===== config.mk =====
export PLATFORM = sky130hd
export DESIGN_NAME = shift_out_driver
export DESIGN_NICKNAME = d
export VERILOG_FILES = /design/src/rtl/shift_out_driver.sv
export SDC_FILE = /design/constraint.sdc
export NUM_CORES = 1
export LEC_CHECK = 0
export CAP_MARGIN = 20
export CORE_UTILIZATION = 55
export DETAILED_ROUTE_END_ITERATION = 8
export GPL_ROUTABILITY_DRIVEN = 0
export GPL_TIMING_DRIVEN = 0
export HOLD_SLACK_MARGIN = 0.15
export PLACE_DENSITY = 0.78
export SYNTH_ARGS = -nofsm -noshare
export SYNTH_HDL_FRONTEND = slang
export SYNTH_SLANG_ARGS = --single-unit

===== constraint.sdc =====
create_clock -name sys_clk -period 2.5 [get_ports sys_clk]
set_input_delay 0.5 -clock sys_clk [delete_from_list [all_inputs] [get_ports sys_clk]]
set_output_delay 0.5 -clock sys_clk [all_outputs]
set_load 0.1 [all_outputs]

===== src/rtl/shift_out_driver.sv =====
// Serial shift-out driver for an external shift/storage register pair (595-style).
// Each transfer shifts WIDTH bits with a DIV-cycle setup and clock phase per bit, then a DIV-cycle latch strobe.
module shift_out_driver #(
    parameter int WIDTH     = 40,
    parameter int DIV       = 20,
    parameter bit LSB_FIRST = 1'b1,
    parameter bit AUTO_TRIG = 1'b1
) (
    input  logic             sys_clk,
    input  logic             rst,
    input  logic [WIDTH-1:0] data_input,
    input  logic             load,
    output logic             ready,
    output logic             busy,
    output logic             done,
    output logic             shift_pulse,
    output logic             latch_clk,
    output logic             sdata
);

    localparam int               IDX_W     = $clog2(WIDTH);
    localparam logic [IDX_W-1:0] LAST_IDX  = IDX_W'(WIDTH - 1);
    localparam logic [7:0]       PHASE_END = 8'(DIV - 1);

    typedef enum logic [1:0] {
        IDLE,
        SETUP,
        CLOCK,
        LATCH
    } state_t;

    state_t           state_q, state_d;
    logic [7:0]       phase_q, phase_d;
    logic [IDX_W-1:0] index_q, index_d;
    logic [WIDTH-1:0] shadow_q, shadow_d;
    logic [WIDTH-1:0] last_word_q, last_word_d;
    logic             pending_q, pending_d;
    logic             done_q, done_d;
    logic             start;
    logic             phase_end;
    logic             cur_bit;

    always_ff @(posedge sys_clk or negedge rst) begin
        if (!rst) begin
            state_q     <= IDLE;
            phase_q     <= '0;
            index_q     <= '0;
            shadow_q    <= '0;
            last_word_q <= '0;
            pending_q   <= 1'b0;
            done_q      <= 1'b0;
        end else begin
            state_q     <= state_d;
            phase_q     <= phase_d;
            index_q     <= index_d;
            shadow_q    <= shadow_d;
            last_word_q <= last_word_d;
            pending_q   <= pending_d;
            done_q      <= done_d;
        end
    end

    always_comb begin
        state_d     = state_q;
        phase_d     = phase_q;
        index_d     = index_q;
        shadow_d    = shadow_q;
        last_word_d = last_word_q;
        pending_d   = pending_q;
        done_d      = 1'b0;

        phase_end = (phase_q == PHASE_END);
        start     = load || pending_q || (AUTO_TRIG && (data_input != last_word_q));

        // Requests arriving mid-transfer collapse into a single pending flag.
        if (load && (state_q != IDLE)) begin
            pending_d = 1'b1;
        end

        case (state_q)
            IDLE: begin
                if (start) begin
                    shadow_d  = data_input;
                    pending_d = 1'b0;
                    index_d   = '0;
                    phase_d   = '0;
                    state_d   = SETUP;
                end
            end
            SETUP: begin
                if (phase_end) begin
                    phase_d = '0;
                    state_d = CLOCK;
                end else begin
                    phase_d = phase_q + 8'd1;
                end
            end
            CLOCK: begin
                if (phase_end) begin
                    phase_d = '0;
                    if (index_q == LAST_IDX) begin
                        state_d = LATCH;
                    end else begin
                        index_d = index_q + 1'b1;
                        state_d = SETUP;
                    end
                end else begin
                    phase_d = phase_q + 8'd1;
                end
            end
            LATCH: begin
                if (phase_end) begin
                    phase_d     = '0;
                    last_word_d = shadow_q;
                    done_d      = 1'b1;
                    state_d     = IDLE;
                end else begin
                    phase_d = phase_q + 8'd1;
                end
            end
            default: state_d = IDLE;
        endcase
    end

    // Outputs decode straight from the state flops so an async reset clears them at once.
    always_comb begin
        cur_bit     = LSB_FIRST ? shadow_q[index_q] : shadow_q[LAST_IDX - index_q];
        shift_pulse = (state_q == CLOCK);
        latch_clk   = (state_q == LATCH);
        busy        = (state_q != IDLE);
        sdata       = ((state_q == SETUP) || (state_q == CLOCK)) ? cur_bit : 1'b0;
        ready       = (state_q == IDLE) && !pending_q;
        done        = done_q;
    end

endmodule

Word level (Yosys, flattened, before mapping)
Cells that the tools add are included.
Widths: inputs -> output; s select.
Operators by class
  order comparisons: 1
  add/subtract/negate cells: 2
  muxes and demuxes: 21
  reductions and logical operators: 14
  eq/ne operators: 11
Operators by type and width (number)
  $ne 40x40->1: 1
  $mux 6: 3
  $mux 8: 2
  $pmux 8 s2: 1
  $pmux 6 s2: 1
  $mux 2: 5
  $add 8x1->8 const B: 1
  $eq 8x5->1 const B: 1
  $pmux 2 s4: 1
  $reduce_and 4->1: 2
  $lt 6x7->1 const B: 1
  $mux 1: 7
  $add 6x1->6 const B: 1
  $bmux 1 s6: 1
  $eq 6x6->1 const B: 1
  $ne 2x2->1 const B: 3
  $eq 2x2->1 const B: 2
  $ne 2x1->1 const B: 2
  $reduce_and 2->1: 2
  $reduce_bool 2->1: 2
  $logic_or 1x1->1: 3
  $reduce_or 3->1: 1
  $eq 2x1->1 const B: 1
  $logic_and 1x1->1: 2
  2 further kinds: 2
Storage, ports and cells
  word-level logic and storage cells: 56
  output and inout port bits: 6
  bits of input ports: 43
  bits in registers: 98

Logic depth before layout (Yosys ltp)
Gate-level depths: netlist of the first run.
  depth after elaboration: 5
  depth in mapped cells: 8

Least setup slack after synthesis of the first run
No wires, ideal clock.
  kind: register -> output
  from: reg index_q[1]
  to: out sdata
  required time: 2000 ps
  cell stages (with the launch flop): 8
  slack: -1399 ps
  path buffers: 1
  data arrival time: 3399 ps
  cell sequence: dfrtp_1 clkbuf_1 mux4_2 nor3_1 a21oi_1 o21a_1 a21oi_1 o21ai_0
On the way
  cells in the longest elaborated chain, start to end: 3
RTL lines
  from (decl): line 34  | logic [IDX_W-1:0] index_q, index_d;
  from (signal assigned): line 55  | index_q <= index_d;
  $bmux 1 s6: line 127  | cur_bit = LSB_FIRST ? shadow_q[index_q] : shadow_q[LAST_IDX - index_q];
  $mux 1 (implied by the code): line 127
  $mux 1: line 131  | sdata = ((state_q == SETUP) || (state_q == CLOCK)) ? cur_bit : 1'b0;
  to (decl): line 18  | output logic sdata
No other way between the ends. The select of a mux whose other input is x is not followed.

Worst setup path in the final report of the first run
  from: reg index_q[0]
  to: out sdata
Same word-level chain as after synthesis.

==> impl_metrics.tcl, run 1 <==
set metrics [dict create \
    synthTopCellsByArea "dfrtp_1 51%, mux2_2 19%, xnor2_1 7.5%, mux4_2 4.7%, nand4_1 2.1%" \
    cp.arrival_ps 2470 \
    final_cell_mix "97 x dfrtp_1, 80 x mux2_2, 42 x clkdlybuf4s50_1, 40 x xnor2_1, 17 x o21ai_0" \
    rows 33 \
    wl_per_cell_microns 18.7 \
    diodes 0 \
    yosys.area.top_type "dfrtp_1" \
    final_area_sq_um 5780 \
    postSynthCellCount 368 \
    violations "negative setup slack" \
    critPathRequiredTime_ps 2000 \
    totalWireLength_microns 10100 \
    via_per_inst 5.82 \
    swShare 0.257 \
    die-area_sq_um 9070 \
    yosysWarnings 0 \
    ant_nets 0 \
    drc 0 \
    hold_class "reg -> reg" \
    drt_first_iter_violations 165 \
    cts.clk_slew.worst_paths_ps 90 \
    clock-sinks 98 \
    synth.net_count 417 \
    min_from "phase_q[7]" \
    maxCapViolCount 0 \
    end_kind "output pin" \
    ctsHtreeMaxLevel 3 \
    dieHeight_microns 95.2 \
    cts_tree "yes" \
    synth-async-reset-ratio 1.00 \
    worst-setup-path-type "reg -> out" \
    max_freq_mhz 337 \
    io_pins 49 \
    power.switching_uw 902 \
    synth_edf_count 0 \
    path_max_fanout 6 \
    worst_clock_skew_ps 8.72 \
    whs_path_depth 1 \
    vdd_drop_max_v 0.000398 \
    synth_top_area_frac 0.513 \
    hold_viol 0 \
    min_period_ps 2970 \
    seqPwrFrac 0.546 \
    p_clk_frac 0.306 \
    cts_inserted_buffers 9 \
    reg2reg_slack_ps 260 \
    vias 3144 \
    rr_startpoint "last_word_q[15]" \
    ys_types 43 \
    dp.final_hpwl_microns 7180 \
    maxSlewHeadroom 0.356 \
    min_to "phase_q[7]" \
    grt_overflow 0 \
    firstDrtPassIters 4 \
    drive_gt1_frac 0.338 \
    yosysSeqAreaShare 0.513 \
    utilization 0.696 \
    grt_pass1_wl_microns 16700 \
    dpl-instance-area_sq_um 5450 \
    worstReg2RegEnd "shadow_q[3]" \
    worstRegToRegCells 7 \
    root_buffer "clkbuf_8" \
    fin_ws_ps -471 \
    worst_pin_slew_ps 963 \
    leakage_uw 0.00268 \
    status "complete, but fails checks" \
    clock_path_buffers 2 \
    grt_setup_unrepaired "yes" \
    synth_seq_cells 98 \
    period_share 1.19 \
    synth_ff_type "dfrtp_1" \
    grt_usage 0.250 \
    final_common_cell "dfrtp_1" \
    slew_violations 0 \
    insertion_delay_ps 360 \
    setup_viol 1 \
    p_int_uw 2610 \
    p_per_area_nw_per_um2 608 \
    num-fill-cells 578 \
    syn_area_per_cell_sq_um 13.0 \
    die_width_microns 95.2 \
    port_buffers 48 \
    antenna_found_initial 0 \
    core_sq_um 8300 \
    initial_core_util 0.576 \
    syn_area_sq_um 4780 \
    grt_pass1_vias 3234 \
    p_comb_frac 0.148 \
    start_kind "register" \
    grt_max_degree 75 \
    nNetsFinal 479 \
    fin_tns_setup_ps -471 \
    area_delta_synth_final_pct 20.8 \
]
-- worst max-delay path by stage --
stage	endpoint	startpoint	slack (ps)	cells past startpoint
2_1_floorplan	sdata	index_q[0]	30	7
3_3_place_gp	last_word_q[19]	rst	-2670	1
3_5_place_dp	sdata	index_q[1]	-1240	8
4_1_cts	sdata	index_q[0]	-470	8
5_1_grt	sdata	index_q[0]	-560	8
6_report	sdata	index_q[0]	-470	8
-- power by group through the flow --
| stage | combinational [uW] | clock [uW] | sequential, uW |
|---|---|---|---|
| 6_report | 519 | 1070 | 1920 |
| 5_1_grt | 561 | 1150 | 1940 |
| 4_1_cts | 524 | 1090 | 1910 |
| 3_5_place_dp | 499 | 0 | 1950 |
| 3_3_place_gp | 477 | 0 | 1930 |
| 2_1_floorplan | 321 | 0 | 1890 |
-- worst max-delay path, stage by stage (launching register included) --
cell and delay [ps]:
dfrtp_1 390, buf_6 180, mux4_2 550, mux2i_1 170, a21oi_1 110, o21a_1 230
a32oi_2 200, o21ai_4 100, buf_12 180
-- cell type report --
class / instances / area, sq um / share of cell area
clock inverter: 5 / 60.1 / 0.0104
clock buffer: 11 / 151 / 0.0262
inverter: 5 / 22.5 / 0.00390
timing repair buffer: 51 / 526 / 0.0910
sequential: 98 / 2450 / 0.425
multi-input combinational: 246 / 2290 / 0.397
tap: 105 / 131 / 0.0227
buffer: 19 / 136 / 0.0236
-- synthesized netlist by cell type (2+ instances only) --
library cell	number
ha_1	6
mux2i_1	2
clkbuf_1	6
or2_2	2
a211o_1	2
a21oi_1	3
nand2b_1	3
a31oi_1	3
buf_2	12
nor3_1	3
dfrtp_1	98
and3_1	7
inv_1	5
xnor2_1	41
nor4b_1	3
nand4_1	16
nand2_1	8
o21ai_0	18
nand3b_1	2
or4b_1	2
nor2_1	11
nand3_1	5
mux4_2	10
nor4_1	2
mux2_2	80
-- cell families after synthesis --
group	synth area share
muxes	0.240
DFF	0.513
adders and majority gates	0.0157
buffers and inverters	0.0235
and+or+nand+nor	0.0863
AOI/OAI and AO/OA	0.0468
xor gates and xnor gates	0.0751
-- state kept, by name, summed over array words and instances, names as in the netlist --
name         cells
state_q          2
pending_q        1
last_word_q     40
phase_q          8
done             1
shadow_q        40
index_q          6
-- per-layer routing --
layer,vias up,wire length (microns),GRT usage
met3,18,308,0.0319
met2,64,4940,0.397
li1,1457,-,-
met4,0,212,0.0947
met5,-,0,0
met1,1605,4650,0.353
-- repair_timing --
item / 4_1_cts / 5_1_grt
resized for setup: 40 / 6
setup buffers: 1 / 0
hold buffers: 1 / 0
pin swaps: 2 / 3
endpoints found under the hold margin: 24 / 0
setup endpoints to repair: 48 / 41
-- stage by stage --
step / std cells / setup WS [ps] / power (uW) / hold WS (ps)
floorplan: 368 / 29.1 / 2210 / 204
global route: 540 / -563 / 3650 / 513
global placement: 521 / -2670 / 2410 / 469
finish: 540 / -471 / 3510 / 504
detailed placement: 522 / -1240 / 2440 / 439
CTS: 540 / -473 / 3530 / 507
(Power assumes the default switching activity.)
==> inputs of run 2 (changes only) <==
--- a/config.mk
+++ b/config.mk
@@ -9,9 +9,9 @@
 export CORE_UTILIZATION = 55
 export DETAILED_ROUTE_END_ITERATION = 8
 export GPL_ROUTABILITY_DRIVEN = 0
-export GPL_TIMING_DRIVEN = 0
 export HOLD_SLACK_MARGIN = 0.15
-export PLACE_DENSITY = 0.78
+export PLACE_DENSITY_LB_ADDON = 0.2
+export REMOVE_ABC_BUFFERS = 1
 export SYNTH_ARGS = -nofsm -noshare
 export SYNTH_HDL_FRONTEND = slang
 export SYNTH_SLANG_ARGS = --single-unit
==> run 2 against run 1 <==
  * Sequential share of layout area shrank 1.2 points
  * Setup slack gained 110 ps
  * Routed wire length grew 0.78%
  * Largest power group unchanged
  * The run still ends with negative setup slack left
  * First-iteration DRC count shrank 27%
  * Critical path depth is the same
  * Highest routed layer unchanged
  * Clock power grew 8%
==> impl_metrics.tcl, run 2 (synthesis gave the netlist of run 1 again) <==
set metrics [dict create \
    totalWireLength_microns 10200 \
    reg_top3 "last_word_q (40), shadow_q (40), phase_q (8)" \
    period_share 1.15 \
    utilization 0.717 \
    grt_overflow 0 \
    cts_inserted_buffers 9 \
    hold_class "in -> async" \
    diodes 0 \
    nNetsFinal 492 \
    hold_viol 0 \
    p_per_area_nw_per_um2 607 \
    root_buffer "clkbuf_8" \
    clock-sinks 98 \
    area_delta_synth_final_pct 24.4 \
    end_kind "output pin" \
    final_cell_mix "97 x dfrtp_1, 80 x mux2_2, 41 x clkdlybuf4s50_1, 40 x xnor2_1, 33 x buf_4" \
    worst-setup-path-type "reg -> out" \
    port_buffers 48 \
    initial_core_util 0.576 \
    core_sq_um 8300 \
    path_common_cell "buf_12" \
    worst_pin_slew_ps 733 \
    num-fill-cells 560 \
    insertion_delay_ps 360 \
    die-area_sq_um 9070 \
    drc 0 \
    clock_path_buffers 2 \
    violations "negative setup slack" \
    path_buf_inv 2 \
    vias 3137 \
    finalNonFillerCells 553 \
    wl_per_cell_microns 18.4 \
    cp_slowest_cell "mux4_2" \
    ctsHtreeMaxLevel 3 \
    register_area_sq_um 2450 \
    antenna_found_initial 0 \
    cts.clk_slew.worst_paths_ps 100 \
    ant_nets 0 \
    grt_setup_unrepaired "yes" \
    dp.cells 533 \
    grt_pass1_wl_microns 16400 \
    cp.arrival_ps 2360 \
    maxCapViolCount 0 \
    grt_max_degree 58 \
    slew_violations 0 \
    grt_pass1_vias 3156 \
    slowest_delay_ps 490 \
    drive_gt1_frac 0.359 \
    crit_family "compound AO/OA/AOI/OAI gates" \
    maxSlewHeadroom 0.511 \
    final_common_cell "dfrtp_1" \
    firstDrtPassIters 4 \
    vdd_drop_max_v 0.000390 \
    multi_input_area_sq_um 2270 \
    dpl-instance-area_sq_um 5600 \
    max_freq_mhz 349 \
    rows 33 \
    grt_usage 0.243 \
    setup_viol 1 \
    die_width_microns 95.2 \
    via_per_inst 5.67 \
    fin_ws_ps -365 \
    status "complete, but fails checks" \
    worst_clock_skew_ps 12.3 \
    drt_first_iter_violations 121 \
    critPathRequiredTime_ps 2000 \
    path_cells "buf_12, mux4_2, nor2b_1, a211oi_1, a21oi_1, a32oi_2, o21ai_2, buf_12" \
    io_pins 49 \
    dieHeight_microns 95.2 \
    final_area_sq_um 5950 \
    leakage_uw 0.00281 \
    dp.final_hpwl_microns 6900 \
    start_kind "register" \
    min_period_ps 2860 \
    cts_tree "yes" \
    path_max_fanout 5 \
]
==> run 2: cell count changes in the layout (fill, tap and decap cells not counted), moves of 3 or more <==
cell,delta
buf_4,+27
clkbuf_1,-3
buf_12,+5
buf_6,-3
buf_2,-7
==> run 2: timing repair <==
action,in CTS,in global routing
cloned,0,2
endpoints found under the setup margin,34,36
hold buffers,0,0
setup buffers,1,1
resized for setup,4,7
pin swaps,2,2
==> run 2: per-stage QoR <==
step           setup TNS [ps]  total power (uW)  setup WS [ps]  hold WS (ps)
2_1_floorplan          -24580              2200          -1550           204
3_3_place_gp           -13610              2430           -284           467
3_5_place_dp           -20190              2470           -425           480
4_1_cts                  -365              3620           -365           199
5_1_grt                 -3850              3760           -467           235
6_report                 -365              3610           -365           178
==> run 2: where the power goes <==
| group | internal (uW) | switching (uW) | leakage (uW) | total [uW] |
|---|---|---|---|---|
| logic | 319 | 196 | 0.00136 | 515 |
| registers | 1770 | 162 | 0.00133 | 1940 |
| clock network | 599 | 560 | 0.000114 | 1160 |
==> run 2: cell type report <==
type	instances	share of cell area
Sequential cell	98	0.412
Multi-Input combinational cell	246	0.381
Timing Repair Buffer	83	0.143
Clock buffer	11	0.0238
Tap cell	105	0.0221
Clock inverter	5	0.0145
Inverter	5	0.00316
==> run 2: final timing paths <==
kind	start	to	slack [ps]	depth (start not counted)
setup / recovery	index_q[0]	sdata	-360	8
hold / removal	rst	done	180	1
setup reg to reg	last_word_q[6]	shadow_q[7]	230	8
hold reg to reg	phase_q[7]	phase_q[7]	490	1
max in group asynchronous	rst	index_q[0]	1640	2
min in group sys_clk	phase_q[7]	phase_q[7]	490	1
==> run 2: metal layers <==
metal,track usage,share of wire,vias up
li1,-,-,1487
met1,0.352,0.47,1586
met2,0.384,0.48,51
met3,0.0303,0.029,13
met4,0.0758,0.014,0
met5,0,0,-
==> inputs of run 3 (changes only) <==
--- a/config.mk
+++ b/config.mk
@@ -5,13 +5,15 @@
 export SDC_FILE = /design/constraint.sdc
 export NUM_CORES = 1
 export LEC_CHECK = 0
-export CAP_MARGIN = 20
+export ABC_CLOCK_PERIOD_IN_PS = 2500
+export CAP_MARGIN = 5
 export CORE_UTILIZATION = 55
 export DETAILED_ROUTE_END_ITERATION = 8
 export GPL_ROUTABILITY_DRIVEN = 0
 export HOLD_SLACK_MARGIN = 0.15
 export PLACE_DENSITY_LB_ADDON = 0.2
 export REMOVE_ABC_BUFFERS = 1
+export SLEW_MARGIN = 0
 export SYNTH_ARGS = -nofsm -noshare
 export SYNTH_HDL_FRONTEND = slang
 export SYNTH_SLANG_ARGS = --single-unit
==> results of run 3 <==
No change in the layout: final DEF, timing and power equal those of run 2.
